**config.mk**
```make
export PLATFORM = sky130hd
export DESIGN_NAME = pattern_detector_param_flat
export DESIGN_NICKNAME = d
export VERILOG_FILES = /design/src/rtl/pattern_pkg.sv /design/src/rtl/pattern_detector_param_if.sv /design/src/rtl/sat_counter.sv /design/src/rtl/pattern_detector_param.sv /design/src/flat_wrapper.sv
export SDC_FILE = /design/constraint.sdc
export NUM_CORES = 1
export LEC_CHECK = 0
export ABC_AREA = 1
export CAP_MARGIN = 10
export CORE_ASPECT_RATIO = 0.6
export CORE_MARGIN = 4
export CORE_UTILIZATION = 45
export DETAILED_ROUTE_END_ITERATION = 16
export DONT_BUFFER_PORTS = 1
export GPL_ROUTABILITY_DRIVEN = 0
export REMOVE_ABC_BUFFERS = 1
export SLEW_MARGIN = 30
export SYNTH_ARGS = -nofsm -noshare
export SYNTH_HDL_FRONTEND = slang
export SYNTH_SLANG_ARGS = --single-unit
```
**constraint.sdc**
```tcl
create_clock -name clk -period 1.5 [get_ports clk]
set_input_delay 0.225 -clock clk [delete_from_list [all_inputs] [get_ports clk]]
set_output_delay 0.225 -clock clk [all_outputs]
set_load 0.02 [all_outputs]
```
**src/rtl/pattern_pkg.sv**
```systemverilog
// pattern_pkg -- shared types and constants for the serial pattern detector.
//   mode_t      : operating mode decoded from the 2-bit mode input
//   state_t     : detector FSM state (FILL while history is incomplete)
//   PAT_LEN_MIN / PAT_LEN_MAX : legal range of the pattern-length parameter
//   decode_mode : maps the raw mode bits to mode_t (reserved 11 -> PATTERN_OVL)
package pattern_pkg;

  localparam int PAT_LEN_MIN = 2;
  localparam int PAT_LEN_MAX = 16;

  typedef enum logic [1:0] {
    PATTERN_OVL  = 2'b00,
    PATTERN_NOVL = 2'b01,
    RUN          = 2'b10
  } mode_t;

  typedef enum logic {
    FILL  = 1'b0,
    ARMED = 1'b1
  } state_t;

  function automatic mode_t decode_mode(input logic [1:0] raw);
    case (raw)
      2'b01:   return PATTERN_NOVL;
      2'b10:   return RUN;
      default: return PATTERN_OVL;
    endcase
  endfunction

endpackage

```
**src/rtl/pattern_detector_param_if.sv**
```systemverilog
// pattern_detector_param_if -- signal bundle between a stimulus source and
// the pattern detector.
//   d, d_valid   : serial data bit and its qualifier
//   mode         : raw mode bits (see pattern_pkg::decode_mode)
//   pat_in       : target pattern, MSB first in time
//   pat_load     : capture pat_in and restart detection
//   cnt_clr      : clear the match counter
//   q            : registered match indication
//   match_count  : registered saturating count of q assertions
// master drives the controls, slave is the detector.
interface pattern_detector_param_if #(
  parameter int PAT_LEN = 4,
  parameter int CNT_W   = 8
);

  logic               d;
  logic               d_valid;
  logic [1:0]         mode;
  logic [PAT_LEN-1:0] pat_in;
  logic               pat_load;
  logic               cnt_clr;
  logic               q;
  logic [CNT_W-1:0]   match_count;

  modport master (
    output d, d_valid, mode, pat_in, pat_load, cnt_clr,
    input  q, match_count
  );

  modport slave (
    input  d, d_valid, mode, pat_in, pat_load, cnt_clr,
    output q, match_count
  );

endinterface

```
**src/rtl/sat_counter.sv**
```systemverilog
// sat_counter -- W-bit up counter that sticks at all-ones.
//   clk, reset : clock and synchronous active-high reset
//   clr        : clear; a coincident inc leaves the counter at 1
//   inc        : count one event
//   value      : current count
module sat_counter #(
  parameter int W = 8
) (
  input  logic         clk,
  input  logic         reset,
  input  logic         clr,
  input  logic         inc,
  output logic [W-1:0] value
);

  // NOTE: sequential state uses non-blocking assignments so every register
  // samples pre-edge values regardless of process ordering.
  always_ff @(posedge clk) begin
    if (reset) begin
      value <= '0;
    end else if (clr) begin
      value <= inc ? W'(1) : '0;
    end else if (inc && (value != '1)) begin
      value <= value + W'(1);
    end
  end

endmodule

```
**src/rtl/pattern_detector_param.sv**
```systemverilog
// pattern_detector_param -- serial bit-pattern / ones-run detector.
//   clk   : single clock, all state changes on its rising edge
//   reset : synchronous active-high reset, highest priority
//   bus   : slave side of pattern_detector_param_if (data, mode, pattern
//           load, counter clear in; q and match_count out)
// PATTERN modes pulse q one cycle after the sample completing the pattern;
// RUN mode holds q high while the current run of ones is >= PAT_LEN.
module pattern_detector_param
  import pattern_pkg::*;
#(
  parameter int PAT_LEN = 4,
  parameter int CNT_W   = 8
) (
  input  logic                     clk,
  input  logic                     reset,
  pattern_detector_param_if.slave  bus
);

  if (PAT_LEN < PAT_LEN_MIN || PAT_LEN > PAT_LEN_MAX) begin : g_bad_len
    $error("pattern_detector_param: PAT_LEN out of range");
  end

  localparam int FW = $clog2(PAT_LEN + 1);
  localparam logic [FW-1:0] FULL = FW'(PAT_LEN);

  state_t             state, state_nxt;
  mode_t              mode;
  logic [PAT_LEN-1:0] pattern;
  logic [PAT_LEN-1:0] hist, hist_nxt;
  logic [FW-1:0]      fill, fill_nxt;
  logic [FW-1:0]      run, run_nxt;
  logic               q, q_nxt;
  logic               hit;
  logic               inc;
  logic [CNT_W-1:0]   count;

  // Mode is read live, so a new mode applies from the next valid sample.
  assign mode = decode_mode(bus.mode);

  always_comb begin
    // NOTE: every output of this block gets a default first; a path that
    // leaves one unassigned would infer a latch.
    state_nxt = state;
    hist_nxt  = hist;
    fill_nxt  = fill;
    run_nxt   = run;
    q_nxt     = q;
    hit       = 1'b0;
    inc       = 1'b0;

    if (bus.pat_load) begin
      // Restart detection; any d sampled this cycle is dropped.
      state_nxt = FILL;
      hist_nxt  = '0;
      fill_nxt  = '0;
      run_nxt   = '0;
      q_nxt     = 1'b0;
    end else if (bus.d_valid) begin
      hist_nxt = {hist[PAT_LEN-2:0], bus.d};
      fill_nxt = (fill == FULL) ? fill : fill + FW'(1);
      // Run length saturates at PAT_LEN: that is all q needs to know.
      run_nxt  = !bus.d ? '0 : ((run == FULL) ? run : run + FW'(1));

      case (state)
        FILL: begin
          if (fill_nxt == FULL) begin
            state_nxt = ARMED;
            hit       = (hist_nxt == pattern);
          end
        end
        ARMED:   hit = (hist_nxt == pattern);
        default: state_nxt = FILL;
      endcase

      if (mode == RUN) begin
        q_nxt = (run_nxt == FULL);
        inc   = q_nxt && !q;          // one count per run, on q's rising edge
      end else begin
        q_nxt = hit;
        inc   = hit;
        if (mode == PATTERN_NOVL && hit) begin
          // History is kept but ignored until PAT_LEN fresh samples arrive.
          fill_nxt  = '0;
          state_nxt = FILL;
        end
      end
    end else if (mode != RUN) begin
      q_nxt = 1'b0;                   // PATTERN q is a pulse; RUN q is a level
    end
  end

  always_ff @(posedge clk) begin
    if (reset) begin
      state   <= FILL;
      pattern <= '0;
      hist    <= '0;
      fill    <= '0;
      run     <= '0;
      q       <= 1'b0;
    end else begin
      state <= state_nxt;
      hist  <= hist_nxt;
      fill  <= fill_nxt;
      run   <= run_nxt;
      q     <= q_nxt;
      if (bus.pat_load) begin
        pattern <= bus.pat_in;
      end
    end
  end

  sat_counter #(.W(CNT_W)) u_match_cnt (
    .clk   (clk),
    .reset (reset),
    .clr   (bus.cnt_clr),
    .inc   (inc),
    .value (count)
  );

  assign bus.q           = q;
  assign bus.match_count = count;

endmodule
```
**src/flat_wrapper.sv**
```systemverilog
// flat-port wrapper written by rule: the top's interface ports become plain ports
module pattern_detector_param_flat import pattern_pkg::*;
#(
  parameter int PAT_LEN = 4,
  parameter int CNT_W   = 8
)
  (clk, reset, bus_d, bus_d_valid, bus_mode, bus_pat_in, bus_pat_load, bus_cnt_clr, bus_q, bus_match_count);
  pattern_detector_param_if #(.PAT_LEN(PAT_LEN), .CNT_W(CNT_W)) bus_i ();
  input  logic clk;
  input  logic reset;
  input wire logic [$bits(bus_i.d)-1:0] bus_d;
  input wire logic [$bits(bus_i.d_valid)-1:0] bus_d_valid;
  input wire logic [$bits(bus_i.mode)-1:0] bus_mode;
  input wire logic [$bits(bus_i.pat_in)-1:0] bus_pat_in;
  input wire logic [$bits(bus_i.pat_load)-1:0] bus_pat_load;
  input wire logic [$bits(bus_i.cnt_clr)-1:0] bus_cnt_clr;
  output wire logic [$bits(bus_i.q)-1:0] bus_q;
  output wire logic [$bits(bus_i.match_count)-1:0] bus_match_count;
  assign bus_i.d = bus_d;
  assign bus_i.d_valid = bus_d_valid;
  assign bus_i.mode = bus_mode;
  assign bus_i.pat_in = bus_pat_in;
  assign bus_i.pat_load = bus_pat_load;
  assign bus_i.cnt_clr = bus_cnt_clr;
  assign bus_q = bus_i.q;
  assign bus_match_count = bus_i.match_count;
  pattern_detector_param #(.PAT_LEN(PAT_LEN), .CNT_W(CNT_W)) u_core (.clk(clk), .reset(reset), .bus(bus_i));
endmodule
```
**Word level (Yosys, flattened, before mapping)**

Index checks and enable logic that the tools add are counted.

- Add/sub/neg operators: 3
- Multipliers: 0
- Div/mod/pow operators: 0
- Magnitude comparators: 0
- Eq/ne operators: 11
- Shifts and indexed selects: 0
- Mux-type cells: 23
- Bitwise logic cells: 1
- Reduce and logical (&&, ||, !) cells: 7

Operators with widths:

| cell | count |
|---|---|
| two-way mux 8 bit | 2 |
| two-way mux 3 bit | 5 |
| two-way mux 1 bit | 14 |
| == test 3 bit, second input constant | 4 |
| adder 8 x 1 -> 8 bit, second input constant | 1 |
| != test 8 bit, second input constant | 1 |
| adder 3 x 1 -> 3 bit, second input constant | 2 |
| == test 2 x 1 -> 1 bit, second input constant | 2 |
| == test 2 bit, second input constant | 2 |
| == test 4 bit | 1 |
| one-hot mux 2 bit (2 select lines) | 1 |
| nonzero test 2 bit | 2 |
| logical AND 1 bit | 3 |
| != test 2 bit, second input constant | 1 |
| one-hot mux 1 bit (2 select lines) | 1 |
| OR reduction 2 bit | 1 |
| zero test 1 bit | 1 |
| NOT 1 bit | 1 |

- Register bits after elaboration: 23
- Bits in latches: 0
- Memory bits (writable): 0
- Memory bits (read-only): 0
- Output and inout bits: 9
- Logic and storage cells: 52
- Memories: 0

**Logic depth before layout (Yosys ltp)**

- Depth after elaboration: 13
- Depth in mapped cells: 14
- Mapped depth without buffers: 14

**Cells and area by module**

From an unflattened synthesis, not the netlist that was laid out.

- Cells, all modules: 200
- Area, all modules: 1307.5 um^2

By module, submodules not included:

| module | times used | cells each | area an instance (um^2) | seq. area each (um^2) |
|---|---|---|---|---|
| pattern_detector_param | 1 | 125 | 815.8 | 300.3 |
| sat_counter | 1 | 75 | 491.7 | 160.2 |

**Worst setup path before layout**

No wires, ideal clock.

- Kind: register to register
- Start: reg u_core.run[0]
- End: reg u_core.u_match_cnt.value[2]
- Arrival: 1.511 ns
- Required time: 1.389 ns
- Slack: -0.122 ns
- Cell stages (with the launch flop): 13
- Period minus slack after synthesis: 1.622 ns
- Cell sequence: dfxtp_1 -> inv_1 -> ha_1 -> inv_1 -> nand2_1 -> nand3_1 -> nand3_2 -> a21oi_4 -> nand2_2 -> nor2_1 -> nand3_1 -> nand2_1 -> nor2_1

- Word-level cells in the longest chain between the ends: 10
- Elaborated cells between the ends (all ways): 11

RTL lines:

| element | RTL line | RTL |
|---|---|---|
| from (decl) | pattern_detector_param.sv:31 | `logic [FW-1:0] run, run_nxt;` |
| from (signal assigned) | pattern_detector_param.sv:104 | `run <= run_nxt;` |
| adder 3 x 1 -> 3 bit / == test 3 bit (equally long branches) | pattern_detector_param.sv:62 | `run_nxt = !bus.d ? '0 : ((run == FULL) ? run : run + FW'(1));` |
| two-way mux 3 bit * (2 in series) | pattern_detector_param.sv:62 |  |
| == test 3 bit * | pattern_detector_param.sv:76 | `q_nxt = (run_nxt == FULL);` |
| logical AND 1 bit * | pattern_detector_param.sv:77 | `inc = q_nxt && !q;` |
| two-way mux 1 bit * | pattern_detector_param.sv:75 | `if (mode == RUN) begin` |
| two-way mux 1 bit * | pattern_detector_param.sv:58 | `end else if (bus.d_valid) begin` |
| two-way mux 1 bit * | pattern_detector_param.sv:51 | `if (bus.pat_load) begin` |
| logical AND 1 bit * | sat_counter.sv:23 | `end else if (inc && (value != '1)) begin` |
| nonzero test 2 bit (no source line) * | -- |  |
| to (signal assigned) | sat_counter.sv:22 | `value <= inc ? W'(1) : '0;` |
| to (signal assigned) | sat_counter.sv:24 | `value <= value + W'(1);` |
| to (decl) | sat_counter.sv:13 | `output logic [W-1:0] value` |

Every way passes the cells marked *; elsewhere a longest branch is shown, timed or not.
A chain may end at the register's enable or synchronous reset.

**Worst setup path after layout**

- Start: reg u_core.run[0]
- End: reg u_core.u_match_cnt.value[0]

- Word-level cells in the longest chain between the ends: 10
- Elaborated cells between the ends (all ways): 13

RTL lines:

| element | RTL line |
|---|---|
| adder 3 x 1 -> 3 bit / == test 3 bit (equally long branches) | pattern_detector_param.sv:62 |
| two-way mux 3 bit * (2 in series) | pattern_detector_param.sv:62 |
| == test 3 bit * | pattern_detector_param.sv:76 |
| logical AND 1 bit * | pattern_detector_param.sv:77 |
| two-way mux 1 bit * | pattern_detector_param.sv:75 |
| two-way mux 1 bit * | pattern_detector_param.sv:58 |
| two-way mux 1 bit * | pattern_detector_param.sv:51 |
| two-way mux 1 bit / logical AND 1 bit (equally long branches) | sat_counter.sv:22, sat_counter.sv:23 |
| two-way mux 8 bit / nonzero test 2 bit (equally long branches) | -- |

Marks and branches as above.

==> impl_metrics.ini <==
[floorplan]
core_area_sq_mm = 0.00265
initial_core_util = 0.495
die_y_um = 49.8
rows = 14
dieArea_sq_mm = 0.00386
io_pins = 21
die-width_um = 77.6

[clock_network]
cts_tree = built
cts_root_buf = clkbuf_8
htree_levels = 1
clock_path_buffers = 2
clkTransAtPathRegs_ps = 80
clk_latency_ps = 270
cts_sinks = 23
cts_buffers = 3

[grt]
gr-total-overflow = 0
antenna_found_initial = 0
grt_pass1_vias = 1314
grt.total_usage = 0.198
grt_first_pass_wirelength_um = 6120
grt_start_max_net_pins = 15

[critical_path]
crit_required_ps = 1660
startpoint_type = register
critPathMaxFanout = 8
path_class = reg2reg
end_kind = register
critPathArrivalTime_ps = 1890

[logic_synthesis]
ys_seq_elements = 23
async_flop_share = 0
synth_commonest_cells = 44 x nand2_1, 23 x dfxtp_1, 23 x inv_1
synth_top_family_by_area = simple AND/OR/NAND/NOR gates
synth_mux_area_frac = 0
synth_most_common_cell = nand2_1
synth_area_leader_cell = dfxtp_1
synthCells = 189
synth_edf_count = 0
yosys.area_share.simple = 0.361
synth.distinct_cells = 25
synth_xor_xnor_area_share = 0.0402
synth_top_area_frac = 0.352
yosys_warnings = 0
synth-compound-area-share = 0.124
ys.flop_type = dfxtp_1
syn_area_sq_mm = 0.00131
yosys.area_share.adder = 0.0478
synth_area_leaders = dfxtp_1 35%, nand2_1 13%, nand3_1 7.3%
syn_avg_cell_area_sq_um = 6.92
yosysSeqAreaShare = 0.352

[power_and_ir_drop]
power.total_mw = 1.21
vdd.ir_drop.worst_v = 0.000620
p_leak_nw = 0.763
p_per_area_mw_per_mm2 = 658

[cells_and_area]
n_fill_cell = 209
utilization = 0.697
area_delta_synth_final_pct = 40.8
n_antenna_cell = 0
nets = 246
drive_above_1_share = 0.377
instances_no_fill = 268

[placed_design]
dp_hpwl_um = 2540
placed_cells = 249
port_buffers = 0

[status]
violations = negative setup slack
run_status = finished with violations

[run]
cap_violations = 0

[timing]
setup_viol = 13
fin_crit_ps = 1730
fmax_mhz = 578
finalHoldViolations = 0
drv_slew = 0
holdWs_ps = 18.1
fin_skew_ps = 6.61
setup-tns-final_ps = -2010
tightest_slew_ps = 368
rsz0062_at_grt = yes
finalCritPeriodShare = 1.15
fin_ws_ps = -229
timing.max_slew.rel_slack = 0.754

[route]
drc_errors = 0
drtIter0Drc = 148
antenna_left = 0
num_vias = 1434
drt_first_pass_iters = 4
wirelength_um = 3780
vias_per_cell = 5.35
routedWlPerCell_um = 14.1

[worst_hold_path]
hp-class = in2reg
[layout by cell type (no fill, tap or decap), types with 4 or more instances in the layout]
cell type | netlist | layout
a21oi_1 | 14 | 13
xnor2_1 | 4 | 4
inv_1 | 23 | 16
inv_2 | 0 | 5
nand3_2 | 1 | 6
nand2_1 | 44 | 34
nand2_2 | 4 | 9
buf_4 | 0 | 33
nor2_1 | 22 | 21
nand3_1 | 19 | 14
dfxtp_1 | 23 | 19
nand4_1 | 8 | 8
o21ai_0 | 6 | 6
nand2_4 | 1 | 6
[sequential cells by signal, summed over array words and instances, names as in the netlist]
name and cells:
u_core.u_match_cnt.value 8, u_core.pattern 4, u_core.fill 3, u_core.hist 3, u_core.run 3, u_core.bus.q 1, u_core.state 1
[routing by layer]
metal / track usage / part of all wire / vias up
met5: 0 / 0 / -
met2: 0.303 / 0.44 / 74
met1: 0.275 / 0.47 / 666
li1: - / - / 692
met4: 0.0414 / 0.0013 / 0
met3: 0.0600 / 0.090 / 2
[per-stage QoR]
| stage | setup slack (ps) | instance area, sq um |
|---|---|---|
| global placement | -216 | 1520 |
| global route | -327 | 1840 |
| CTS | -211 | 1770 |
| detailed placement | -326 | 1520 |
| floorplan | -121 | 1300 |
| finish | -229 | 1840 |
[power by group]
part           switching (mW)  internal, mW
Clock                   0.208         0.188
Sequential             0.0140         0.623
Combinational          0.0971        0.0827
Total                   0.319         0.894
[final timing paths]
path / from / endpoint / slack, ps / depth (start not counted)
max: u_core.run[0] / u_core.u_match_cnt.value[0] / -230 / 10
min: reset / u_core.pattern[1] / 20 / 1
max reg2reg: u_core.run[0] / u_core.u_match_cnt.value[0] / -230 / 10
min reg2reg: u_core.state / u_core.state / 480 / 2
[logic make-up (layout without fill, tap and decap cells)]
family / count (synthesis) / in the layout
XOR/XNOR: 6 / 6
AO/OA/AOI/OAI: 27 / 27
buffers and inverters: 26 / 65
flip-flops: 23 / 23
AND/OR/NAND/NOR: 102 / 102
adder cells (fa/ha/maj): 5 / 5
[cell type report]
type	count	area, sq um	area share
sequential	23	470	0.255
timing repair buffer	37	292	0.158
multi-input combinational	140	887	0.481
tap	40	50.0	0.0272
clock buffer	3	41.3	0.0224
inverter	24	95.1	0.0516
clock inverter	1	7.51	0.00407
[critical path, cell delays in order, from the launching register on]
cell and delay, ps:
dfxtp_4 380, inv_2 60, ha_4 170, nand2_2 90, nand2_2 70, nand3_2 90, nand3_2 100, a21oi_4 250
nand3_4 180, o21bai_1 180, nor2_1 50
[timing repair]
item | CTS | global route
hold buffers | 0 | 1
resized for setup | 41 | 9
pin swaps | 25 | 21
buffers inserted | 10 | 4
endpoints found under the hold margin | 0 | 3
setup endpoints to repair | 13 | 13
No activity file was read; power rests on OpenSTA's default activity.
